[config.mk]
export PLATFORM = sky130hd
export DESIGN_NAME = ptr_sync_multi
export DESIGN_NICKNAME = d
export VERILOG_FILES = /design/src/rtl/ptr_sync_pkg.sv /design/src/rtl/ptr_sync_multi_chain.sv /design/src/rtl/ptr_sync_multi.sv
export SDC_FILE = /design/constraint.sdc
export NUM_CORES = 1
export LEC_CHECK = 0
export CAP_MARGIN = 20
export CORE_UTILIZATION = 25
export CTS_CLUSTER_SIZE = 30
export DETAILED_ROUTE_END_ITERATION = 8
export MAX_ROUTING_LAYER = met4
export PLACE_DENSITY = 0.46
export SLEW_MARGIN = 0
export SYNTH_ARGS = -nofsm -noshare
export SYNTH_HDL_FRONTEND = slang
export SYNTH_HIERARCHICAL = 1
export SYNTH_SLANG_ARGS = --single-unit
export TNS_END_PERCENT = 20
[constraint.sdc]
create_clock -name rclk -period 4.7 [get_ports rclk]
set_input_delay 0.705 -clock rclk [delete_from_list [all_inputs] [get_ports rclk]]
set_output_delay 0.705 -clock rclk [all_outputs]
set_load 0.005 [all_outputs]
[src/rtl/ptr_sync_pkg.sv]
// Shared helpers for the multi-channel Gray pointer synchronizer.
// Functions take a width argument and operate on zero-extended words.
package ptr_sync_pkg;

    localparam int SYNC_STAGES_MIN = 2;
    localparam int SYNC_STAGES_MAX = 4;
    localparam int NUM_CH_MIN      = 1;
    localparam int NUM_CH_MAX      = 8;
    localparam int FN_W            = 32;

    typedef logic [FN_W-1:0] word_t;

    function automatic word_t width_mask(input int w);
        word_t m;
        m = '0;
        for (int i = 0; i < FN_W; i++) begin
            if (i < w) m[i] = 1'b1;
        end
        return m;
    endfunction

    // Prefix XOR from the MSB down; zero-extension keeps it width independent.
    function automatic word_t gray2bin(input word_t g, input int w);
        word_t b;
        b = g & width_mask(w);
        for (int s = 1; s < FN_W; s = s * 2) begin
            b = b ^ (b >> s);
        end
        return b & width_mask(w);
    endfunction

    function automatic word_t bin2gray(input word_t b, input int w);
        word_t v;
        v = b & width_mask(w);
        return v ^ (v >> 1);
    endfunction

    function automatic int popcount(input word_t v, input int w);
        int n;
        n = 0;
        for (int i = 0; i < FN_W; i++) begin
            if (i < w) n = n + int'(v[i]);
        end
        return n;
    endfunction

endpackage

[src/rtl/ptr_sync_multi_chain.sv]
// One channel's metastability flop chain; every stage is marked ASYNC_REG
// so placement keeps the stages adjacent.
module sync_chain
    import ptr_sync_pkg::*;
#(
    parameter int WIDTH  = 5,
    parameter int STAGES = SYNC_STAGES_MIN
) (
    input  logic             clk,
    input  logic             rst_n,
    input  logic [WIDTH-1:0] d,
    output logic [WIDTH-1:0] q
);

    (* ASYNC_REG = "TRUE" *) logic [WIDTH-1:0] stage [STAGES];

    always_ff @(posedge clk or negedge rst_n) begin
        if (!rst_n) begin
            for (int k = 0; k < STAGES; k++) begin
                stage[k] <= '0;
            end
        end else begin
            stage[0] <= d;
            for (int k = 1; k < STAGES; k++) begin
                stage[k] <= stage[k-1];
            end
        end
    end

    assign q = stage[STAGES-1];

endmodule

[src/rtl/ptr_sync_multi.sv]
// Multi-channel Gray pointer synchronizer into the read clock domain.
// Optional multi-bit-jump checking is enabled by defining SYNC_ERR_CHECK_EN.
module ptr_sync_multi
    import ptr_sync_pkg::*;
#(
    parameter int ADDR_WIDTH  = 4,
    parameter int SYNC_STAGES = 2,
    parameter int NUM_CH      = 1
) (
    input  logic                             rclk,
    input  logic                             rrst_n,
    input  logic [NUM_CH*(ADDR_WIDTH+1)-1:0] gray_in,
    output logic [NUM_CH*(ADDR_WIDTH+1)-1:0] gray_sync,
    output logic [NUM_CH*(ADDR_WIDTH+1)-1:0] bin_sync,
    output logic [NUM_CH*(ADDR_WIDTH+1)-1:0] ptr_delta,
    output logic [NUM_CH-1:0]                ptr_chg,
    output logic                             sync_ready,
    output logic [NUM_CH-1:0]                gray_err,
    input  logic [NUM_CH-1:0]                err_clr
);

    localparam int PW     = ADDR_WIDTH + 1;
    localparam int CNT_W  = $clog2(SYNC_STAGES + 2);
    localparam int WARM_N = SYNC_STAGES + 1;

    if (SYNC_STAGES < SYNC_STAGES_MIN || SYNC_STAGES > SYNC_STAGES_MAX) begin : g_bad_stages
        $error("ptr_sync_multi: SYNC_STAGES must be within 2..4");
    end
    if (NUM_CH < NUM_CH_MIN || NUM_CH > NUM_CH_MAX) begin : g_bad_ch
        $error("ptr_sync_multi: NUM_CH must be within 1..8");
    end

    // Warm-up: ready once the first post-reset sample has crossed the chain.
    logic [CNT_W-1:0] warm_cnt_p1;

    always_ff @(posedge rclk or negedge rrst_n) begin
        if (!rrst_n) begin
            warm_cnt_p1 <= '0;
        end else if (warm_cnt_p1 != CNT_W'(WARM_N)) begin
            warm_cnt_p1 <= warm_cnt_p1 + CNT_W'(1);
        end
    end

    assign sync_ready = (warm_cnt_p1 == CNT_W'(WARM_N));

    for (genvar c = 0; c < NUM_CH; c++) begin : g_ch
        logic [PW-1:0] gray_p0;
        logic [PW-1:0] bin_p0;
        logic [PW-1:0] gray_p1;
        logic [PW-1:0] bin_p1;
        logic [PW-1:0] delta_p1;
        logic          chg_p1;

        sync_chain #(
            .WIDTH  (PW),
            .STAGES (SYNC_STAGES)
        ) u_chain (
            .clk   (rclk),
            .rst_n (rrst_n),
            .d     (gray_in[c*PW +: PW]),
            .q     (gray_p0)
        );

        assign bin_p0 = PW'(gray2bin(word_t'(gray_p0), PW));

        // Output stage: delta is only recaptured on an actual pointer move.
        always_ff @(posedge rclk or negedge rrst_n) begin
            if (!rrst_n) begin
                gray_p1  <= '0;
                bin_p1   <= '0;
                delta_p1 <= '0;
                chg_p1   <= 1'b0;
            end else begin
                gray_p1 <= gray_p0;
                bin_p1  <= bin_p0;
                chg_p1  <= (gray_p0 != gray_p1);
                if (gray_p0 != gray_p1) begin
                    delta_p1 <= bin_p0 - bin_p1;
                end
            end
        end

        assign gray_sync[c*PW +: PW] = gray_p1;
        assign bin_sync[c*PW +: PW]  = bin_p1;
        assign ptr_delta[c*PW +: PW] = delta_p1;
        assign ptr_chg[c]            = chg_p1;

`ifdef SYNC_ERR_CHECK_EN
        logic err_p1;

        always_ff @(posedge rclk or negedge rrst_n) begin
            if (!rrst_n) begin
                err_p1 <= 1'b0;
            end else if (sync_ready && (popcount(word_t'(gray_p0 ^ gray_p1), PW) > 1)) begin
                err_p1 <= 1'b1;
            end else if (err_clr[c]) begin
                err_p1 <= 1'b0;
            end
        end

        assign gray_err[c] = err_p1;
`else
        assign gray_err[c] = 1'b0;
`endif
    end

`ifndef SYNC_ERR_CHECK_EN
    logic unused_err_clr;
    assign unused_err_clr = ^err_clr;
`endif

endmodule
# ---- Yosys cells after proc, flatten, opt, wreduce, memory -nomap -nowiden
# Cells that the tools add are included.
dict set report totals {
  register_bits 28
  inputBits 8
  output_inout_bits 18
  wordCells 17
}
dict set report classes {
  add_sub_neg 2
  eq_ne 3
  bitwise_logic 5
}
# cell n
set ops {}
lappend ops {{$xor A5 B1 Y5 const B} 2}
lappend ops {{$ne A5 B5 Y1} 1}
lappend ops {{$sub A5 B5 Y5} 1}
lappend ops {{$xor A5 B1 Y5} 1}
lappend ops {{$xor A5 B3 Y5} 1}
lappend ops {{$xor A5 B4 Y5} 1}
lappend ops {{$add A2 B1 Y2 const B} 1}
lappend ops {{$eq A2 B2 Y1 const B} 1}
lappend ops {{$ne A2 B2 Y1 const B} 1}

# ---- Longest topological paths before layout
# Gate-level depths: netlist (run 1).
dict set report logic_depth {
  ltp_word 6
  ltp_mapped 11
  mapped_depth_nobuf 10
}

# ---- By module
# Netlist (run 1), hierarchy kept.
# mod n_inst cells_per_inst area_per_inst_um2 seq_area_each_um2
set by_module_without_submodules {}
lappend by_module_without_submodules {ptr_sync_multi 1 61 813.3 425.4}
lappend by_module_without_submodules {sync_chain 1 15 287.8 250.2}

# ---- Worst setup path before layout (run 1)
# No wires, ideal clock.
dict set report synth_path {
  path_type {register -> register}
  start {reg g_ch[0].u_chain.stage, in the netlist g_ch[0].u_chain/q[3]}
  end {reg g_ch[0].delta_p1[4] (netlist: ptr_delta[4])}
  setup_ns 0.125
  t_arrival_ns 2.443
  required_time_ns 4.575
  setup_slack_ns 2.133
  stages_incl_launch_ff 12
  n_path_buf 1
  period_less_slack_ns 2.567
  cell_sequence {dfrtp_1 buf_4 xor2_2 xor2_2 xnor2_2 xor2_1 ha_1 fa_1 nand2b_1 a21oi_1 xor2_1 mux2_2}
}
dict set report synth_between {
  elab_chain_len 6
  elab_cells_between_ends 7
  classes_between {1 x add/sub; 1 x eq/ne; 5 x bitwise}
}
# element line_no
set synth_lines {}
lappend synth_lines {{start: declaration} ptr_sync_multi_chain.sv:15} ;# (* ASYNC_REG = "TRUE" *) logic [WIDTH-1:0] stage [STAGES];
lappend synth_lines {{start signal: indexed assignment} ptr_sync_multi_chain.sv:25} ;# stage[k] <= stage[k-1];
lappend synth_lines {{$xor A5 B4 Y5} ptr_sync_pkg.sv:27} ;# b = b ^ (b >> s);
lappend synth_lines {{$xor A5 B3 Y5} ptr_sync_pkg.sv:27}
lappend synth_lines {{$xor A5 B1 Y5 (3 in a row)} ptr_sync_pkg.sv:27}
lappend synth_lines {{via g_ch[0].bin_p0[3]} ptr_sync_multi.sv:48} ;# logic [PW-1:0] bin_p0;
lappend synth_lines {{$sub A5 B5 Y5} ptr_sync_multi.sv:78} ;# delta_p1 <= bin_p0 - bin_p1;
lappend synth_lines {{end signal: assignment} ptr_sync_multi.sv:78}
lappend synth_lines {{end: declaration} ptr_sync_multi.sv:51} ;# logic [PW-1:0] delta_p1;
# The timed path passes the listed nets, and every way through them passes these cells.
# A chain may end at the register's enable or synchronous reset.

# ---- Worst setup path after layout (run 1)
# Same ends and word-level chain as after synthesis.

==> reports/qor.csv, run 1 <==
stage,metric,value,unit
logic_synthesis,avgSynthCellArea,14.49,sq um
sta,layout_min_cycle_time,2.696,ns
critical_path,path_max_fanout,4,
critical_path,worstPathArrival,2.86,ns
logic_synthesis,synth.most_common_cell,dfrtp_1,
critical_path,rr_endpoint,ptr_delta[4]$_DFFE_PN0P_,
sta,finalSetupTns,0,ns
critical_path,worstPathRequired,4.86,ns
worst_hold_path,hold_depth,0,
placed_design,io_buffers,23,
logic_synthesis,synth_ff_type,dfrtp_1,
worst_hold_path,hp-class,register to register,
placed_design,dp_hpwl,1.128,mm
global_route,track_usage,7.818,%
critical_path,r2r_start,g_ch[0].u_chain/q[3]$_DFF_PN0_,
floorplan,fp.dieH,68.37,um
final_layout,antennaDiodeCount,0,
drt,routed_wl,1.516,mm
sta,setup_slack,2.004,ns
clock_network,htreeDepth,1,
critical_path,crit_type,register to register,
critical_path,crit_start,g_ch[0].u_chain/q[3]$_DFF_PN0_,
floorplan,die_w,68.37,um
global_route,grt_first_pass_wirelength,2.573,mm
drt,viasPerCell,3.823,
floorplan,rows,23,
drt,dr.pass1.iters,2,
floorplan,initial_core_util,26.76,%
clock_network,cts_buffer_depth,2,
logic_synthesis,synth_area_leaders,"dfrtp_1 (61%), ha_1 (5.7%), xor2_1 (5.6%), buf_4 (4.8%), mux2_2 (4.1%)",
floorplan,core_area,0.004115,sq mm
placed_design,gp_congestion,0.7589,
sta,skew,0.004961,ns
sta,fmaxAchievable,370.9,MHz
drt,drt_iter0_drc,6,
logic_synthesis,ys_warn_count,6,
clock_network,root_buffer,clkbuf_8,
logic_synthesis,synthesis.nets,90,
final_layout,nets,112,
logic_synthesis,synth_cell_type_count,19,
logic_synthesis,synthCells,76,
global_route,antenna_found_initial,0,
sta,rsz0062_at_grt,no,
clock_network,clock_latency,0.27,ns
logic_synthesis,synth-seq-area-share,61.36,%
clock_network,clk_pin_slew_worst_paths,0.09,ns
global_route,overflow,0,
clock_network,cts-resized-gates,0,
final_layout,final_core_util,33.90,%
logic_synthesis,yosysTopAreaCell,dfrtp_1,
clock_network,numCtsBuffers,3,
power,power.density,413.7,mW/mm^2
logic_synthesis,synth_seq_cells,27,
drt,ant_nets,0,
logic_synthesis,async_flop_share,100.0,%
sta,finalSetupViolations,0,
power,leakagePower,0.6186,nW
final_layout,num-fill-cells,405,
drt,wire_per_inst,10.31,um
global_route,grt_max_degree,28,
logic_synthesis,synth-edff-count,0,
logic_synthesis,synth_top_cells_by_count,"dfrtp_1 (27), buf_4 (7), xor2_1 (7)",
floorplan,io_pins,26,
drt,vias,562,
placed_design,place_ws,1.948,ns
critical_path,worst_setup_path_end_kind,register,
final_layout,drive_gt1_share,14.43,%
worst_hold_path,hold_end,g_ch[0].u_chain/q[2]$_DFF_PN0_,
sta,finalCritPeriodShare,57.36,%
clock_network,post_cts_buffers,0,
power,irDropWorstVdd,0.1785,mV
clock_network,postCtsHoldBufs,0,
logic_synthesis,synth_top_area_share,61.36,%
critical_path,rr_worst_depth,10,
outcome,outcome,finished clean,
clock_network,cts_tree,built,
sta,slew_viol_final,0,
critical_path,startpoint_type,register,
final_layout,regArea,675.6,sq um
critical_path,r2r_slack,2.00,ns
worst_hold_path,hold_start,g_ch[0].u_chain/stage[7]$_DFF_PN0_,
flow_run,maxCapViolCount,0,
sta,hold_violations,0,
global_route,grt_pass1_vias,607,
final_layout,syn2layout_area_growth,26.70,%
final_layout,multi_input_area,350.3,sq um
clock_network,clkSinkCount,27,
floorplan,dieArea,0.004674,sq mm
drt,drcViolationCount,0,
logic_synthesis,netlist_area,0.001101,sq mm
-- layout make-up --
cell class	instances	area share, %
Clock buffer	3	2.960
Timing Repair Buffer	24	17.04
Sequential cell	27	48.43
Clock inverter	1	0.3587
Inverter	6	1.614
Multi-Input combinational cell	36	25.11
Tap cell	50	4.484
-- kinds of logic after synthesis --
| family | synth area share [%] |
|---|---|
| AO/OA/AOI/OAI | 0.9091 |
| XOR/XNOR | 13.18 |
| adder cells (fa/ha/maj) | 7.500 |
| buffers and inverters | 6.818 |
| flip-flops | 61.36 |
| multiplexers | 5.909 |
| other | 0.3406 |
| AND/OR/NAND/NOR | 3.978 |
-- worst max-delay path by stage --
stage | endpoint | cells after the start
floorplan | ptr_delta[4]$_DFFE_PN0P_ | 11
global placement | ptr_delta[4]$_DFFE_PN0P_ | 10
detailed placement | ptr_delta[4]$_DFFE_PN0P_ | 10
CTS | ptr_delta[4]$_DFFE_PN0P_ | 10
global route | ptr_delta[4]$_DFFE_PN0P_ | 10
finish | ptr_delta[4]$_DFFE_PN0P_ | 10
-- worst max-delay path, cell delays in order (launching register included) --
cell and delay [ns]:
dfrtp_1 0.44, xor2_2 0.27, xor2_2 0.25, xnor2_2 0.15
xor2_1 0.16, ha_1 0.23, fa_1 0.43, nand2b_1 0.17
a21oi_1 0.15, xor2_1 0.09, mux2_2 0.27
-- power by group --
part | total [mW] | internal [mW] | switching (mW)
logic | 0.161 | 0.102 | 0.0592
registers | 0.287 | 0.267 | 0.0198
clock network | 0.129 | 0.0594 | 0.0698
-- sequential cells by signal, indices dropped and copies added, names as in the netlist --
register	flops
ptr_chg	1
g_ch.u_chain/stage	5
warm_cnt_p1	2
ptr_delta	5
bin_sync	5
g_ch.u_chain/q	5
gray_sync	4
-- layer usage --
layer  track usage [%]  vias up  routed length, um  share of wire, %
met4             1.563        0                  7              0.46
met5                 -        -                  0                 0
met1             7.996      270                646                43
li1                  -      271                  -                 -
met2             13.73       19                780                51
met3             3.500        2                 82               5.4
-- through the flow --
stage | cells | area [sq um] | hold slack (ns) | total power, mW
after detailed placement | 143 | 1349 | 0.3356 | 0.4582
final | 147 | 1395 | 0.3528 | 0.5772
after floorplan | 76 | 1101 | 0.3312 | 0.3759
after CTS | 147 | 1395 | 0.3575 | 0.5939
after global routing | 147 | 1395 | 0.3655 | 0.6214
after global placement | 143 | 1349 | 0.3324 | 0.4554
-- cells in the final DEF (no fill, tap or decap) --
cell | Yosys | routed
a21oi_1 | 2 | 2
buf_4 | 7 | 1
clkbuf_8 | 0 | 3
clkdlybuf4s50_1 | 0 | 23
clkinv_2 | 0 | 1
conb_1 | 1 | 1
dfrtp_1 | 27 | 27
fa_1 | 1 | 1
ha_1 | 5 | 5
inv_1 | 6 | 6
mux2_2 | 4 | 4
mux2i_1 | 2 | 2
nand2_1 | 1 | 1
nand2_2 | 1 | 1
nand2b_1 | 1 | 1
nand3b_1 | 1 | 1
nor2_1 | 2 | 2
nor4_2 | 1 | 1
xnor2_1 | 4 | 4
xnor2_2 | 1 | 1
xor2_1 | 7 | 7
xor2_2 | 2 | 2
Power figures use the tool's default switching activity.
==> run 2, diff against run 1 <==
--- a/config.mk
+++ b/config.mk
@@ -10,7 +10,7 @@
 export CTS_CLUSTER_SIZE = 30
 export DETAILED_ROUTE_END_ITERATION = 8
 export MAX_ROUTING_LAYER = met4
-export PLACE_DENSITY = 0.46
+export PLACE_DENSITY = 0.47
 export SLEW_MARGIN = 0
 export SYNTH_ARGS = -nofsm -noshare
 export SYNTH_HDL_FRONTEND = slang
==> constraint.sdc (replaced) <==
create_clock -name rclk -period 2.3 [get_ports rclk]
set_input_delay 0.345 -clock rclk [delete_from_list [all_inputs] [get_ports rclk]]
set_output_delay 0.345 -clock rclk [all_outputs]
set_load 0.005 [all_outputs]
==> run 2 against run 1 <==
Effect of this change: the run now ends with negative setup slack left; combinational power grew 140%; worst setup slack lost 2.1 ns; first-iteration DRC count grew 83%; core utilization grew 2.3 points; non-clock buffer count grew 8; register-to-register slack lost 2.1 ns; hold slack gained 0.0025 ns; final cell count grew 5.4%; clock skew shrank 0.00079 ns; critical path type unchanged; largest cell class unchanged; largest power group unchanged.
==> reports/qor.csv, run 2 (same netlist as run 1, synthesis figures left out) <==
stage,metric,value,unit,change
outcome,outcome,finished with violations,,
outcome,violations,negative setup slack,,
worst_hold_path,hold_depth,0,,unchanged
drt,wire_per_inst,10.38,um,+0.66%
sta,setup_slack,-0.07605,ns,-2.080 ns
power,power.density,832.3,mW/mm^2,+100%
global_route,antenna_found_initial,0,,unchanged
drt,drt_iter0_drc,11,,+5
clock_network,root_buffer,clkbuf_8,,
worst_hold_path,hp-class,register to register,,
drt,vias,597,,+6.2%
sta,finalSetupViolations,1,,+1
floorplan,fp.dieH,68.37,um,unchanged
drt,routed_wl,1.609,mm,+6.1%
critical_path,worstPathArrival,2.54,ns,-0.32 ns
drt,ant_nets,0,,unchanged
clock_network,clock_latency,0.27,ns,about the same
placed_design,io_buffers,23,,unchanged
placed_design,place_ws,-0.1888,ns,-2.137 ns
sta,slew_viol_final,0,,unchanged
flow_run,maxCapViolCount,0,,unchanged
final_layout,layout_common_cells,"dfrtp_1 (25), clkdlybuf4s50_1 (23), buf_4 (9), xor2_1 (7), inv_1 (6)",,
critical_path,worstPathRequired,2.47,ns,-2.39 ns
critical_path,rr_worst_depth,10,,unchanged
floorplan,io_pins,26,,unchanged
critical_path,path_max_fanout,2,,-2
sta,finalSetupTns,-0.07605,ns,-0.07605 ns
critical_path,worst_setup_path_end_kind,register,,
global_route,track_usage,8.841,%,+1.0 points
floorplan,rows,23,,unchanged
drt,viasPerCell,3.852,,+0.75%
clock_network,numCtsBuffers,3,,unchanged
sta,rsz0062_at_grt,yes,,
sta,fmaxAchievable,420.9,MHz,+13%
global_route,grt_first_pass_wirelength,2.835,mm,+10%
drt,top_layer_used,met4,,
global_route,grt_max_degree,28,,unchanged
critical_path,rr_endpoint,ptr_delta[4]$_DFFE_PN0P_,,
power,leakagePower,0.6608,nW,+6.8%
final_layout,mostFrequentLayoutCell,dfrtp_1,,
final_layout,antennaDiodeCount,0,,unchanged
critical_path,r2r_start,g_ch[0].u_chain/q[4]$_DFF_PN0_,,
critical_path,crit_type,register to register,,
drt,m1WireLength,654,um,+1.2%
clock_network,clk_pin_slew_worst_paths,0.09,ns,about the same
final_layout,nets,120,,+7.1%
critical_path,startpoint_type,register,,
drt,dr.pass1.iters,2,,unchanged
clock_network,cts_buffer_depth,2,,unchanged
final_layout,syn2layout_area_growth,35.45,%,
clock_network,htreeDepth,1,,unchanged
drt,wl_met2,859,um,+10%
power,irDropWorstVdd,0.3427,mV,+92%
critical_path,crit_path_max_incr_delay,0.46,ns,+0.02 ns
critical_path,crit_slowest_cell,dfrtp_2,,
floorplan,initial_core_util,26.76,%,unchanged
floorplan,dieArea,0.004674,sq mm,unchanged
final_layout,final_core_util,36.24,%,+2.3 points
floorplan,die_w,68.37,um,unchanged
global_route,overflow,0,,unchanged
critical_path,r2r_slack,-0.08,ns,-2.08 ns
sta,hold_violations,0,,unchanged
drt,met3_length,85,um,+3.7%
final_layout,drive_gt1_share,26.67,%,+12 points
clock_network,cts_tree,built,,
floorplan,core_area,0.004115,sq mm,unchanged
clock_network,clkSinkCount,27,,unchanged
sta,layout_min_cycle_time,2.376,ns,-0.3200 ns
sta,skew,0.004168,ns,-0.0007933 ns
placed_design,dp.cells,149,,+4.2%
placed_design,gp_congestion,0.6903,,-9.0%
critical_path,cpMostUsedCell,xor2_1,,
worst_hold_path,hold_end,g_ch[0].u_chain/q[2]$_DFF_PN0_,,
worst_hold_path,hold_start,g_ch[0].u_chain/stage[7]$_DFF_PN0_,,
final_layout,instances_no_fill,155,,+5.4%
global_route,grt_pass1_vias,641,,+5.6%
sta,finalCritPeriodShare,103.3,%,+46 points
drt,drcViolationCount,0,,unchanged
placed_design,dp_hpwl,1.200,mm,+6.4%
critical_path,path_cells,xor2_4 > xor2_2 > xnor2_2 > xor2_1 > ha_2 > fa_2 > nand2b_4 > a21oi_2 > xor2_1 > mux2_4,,
[run 2: repair_timing]
action                                  in CTS  in global routing
pin swaps                                    5                  0
endpoints found under the setup margin       2                  2
setup buffers                                1                  1
hold buffers                                 0                  0
endpoints found under the hold margin        0                  0
resized for setup                            3                  0
[run 2: how the worst max path moves through the flow]
stage | start | to | slack, ns | cells past startpoint
after floorplan | g_ch[0].u_chain/q[3]$_DFF_PN0_ | ptr_delta[4]$_DFFE_PN0P_ | -0.21 | 11
final | g_ch[0].u_chain/q[4]$_DFF_PN0_ | ptr_delta[4]$_DFFE_PN0P_ | -0.08 | 10
after detailed placement | g_ch[0].u_chain/q[3]$_DFF_PN0_ | ptr_delta[4]$_DFFE_PN0P_ | -0.19 | 10
after global placement | g_ch[0].u_chain/q[3]$_DFF_PN0_ | ptr_delta[4]$_DFFE_PN0P_ | -0.17 | 10
after global routing | g_ch[0].u_chain/q[4]$_DFF_PN0_ | ptr_delta[4]$_DFFE_PN0P_ | -0.19 | 10
after CTS | g_ch[0].u_chain/q[4]$_DFF_PN0_ | ptr_delta[4]$_DFFE_PN0P_ | -0.1 | 10
[run 2: where the power goes]
| group | switching (mW) | internal (mW) | total, mW |
|---|---|---|---|
| clock | 0.148 | 0.123 | 0.271 |
| combinational | 0.134 | 0.249 | 0.382 |
| sequential | 0.0419 | 0.546 | 0.588 |
| total | 0.324 | 0.917 | 1.24 |
[run 2: layer usage]
metal	global-route usage (%)	vias to the layer above
met5	-	-
met4	3.125	0
met3	3.500	2
met2	15.07	15
met1	9.167	294
li1	-	286
[run 2: cell type report]
class                   instances  area [sq um]
fillers                       397          2624
flip-flops and latches         27         678.2
multi-input cells              36         381.6
repair buffers                 32         297.8
well taps                      50         62.56
clock buffers                   3         41.29
inverters                       6         22.52
clock inverters                 1         7.507
[run 2: critical path, delay by kind of cell (launching register included)]
family / cells / cell delay (ns)
AND/OR/NAND/NOR: 1 / 0.15
AO/OA/AOI/OAI: 1 / 0.12
multiplexers: 1 / 0.26
adder cells (fa/ha/maj): 2 / 0.53
flip-flops: 1 / 0.46
XOR/XNOR: 5 / 0.75
[run 2: per-stage QoR]
step           power (mW)  instance area (sq um)  hold WS, ns
6_report            1.241                   1491       0.3553
5_1_grt             1.340                   1491       0.3630
4_1_cts             1.269                   1484       0.3578
3_5_place_dp       0.9798                   1421       0.3347
3_3_place_gp       0.9754                   1421       0.3320
2_1_floorplan      0.7887                   1129      0.04941
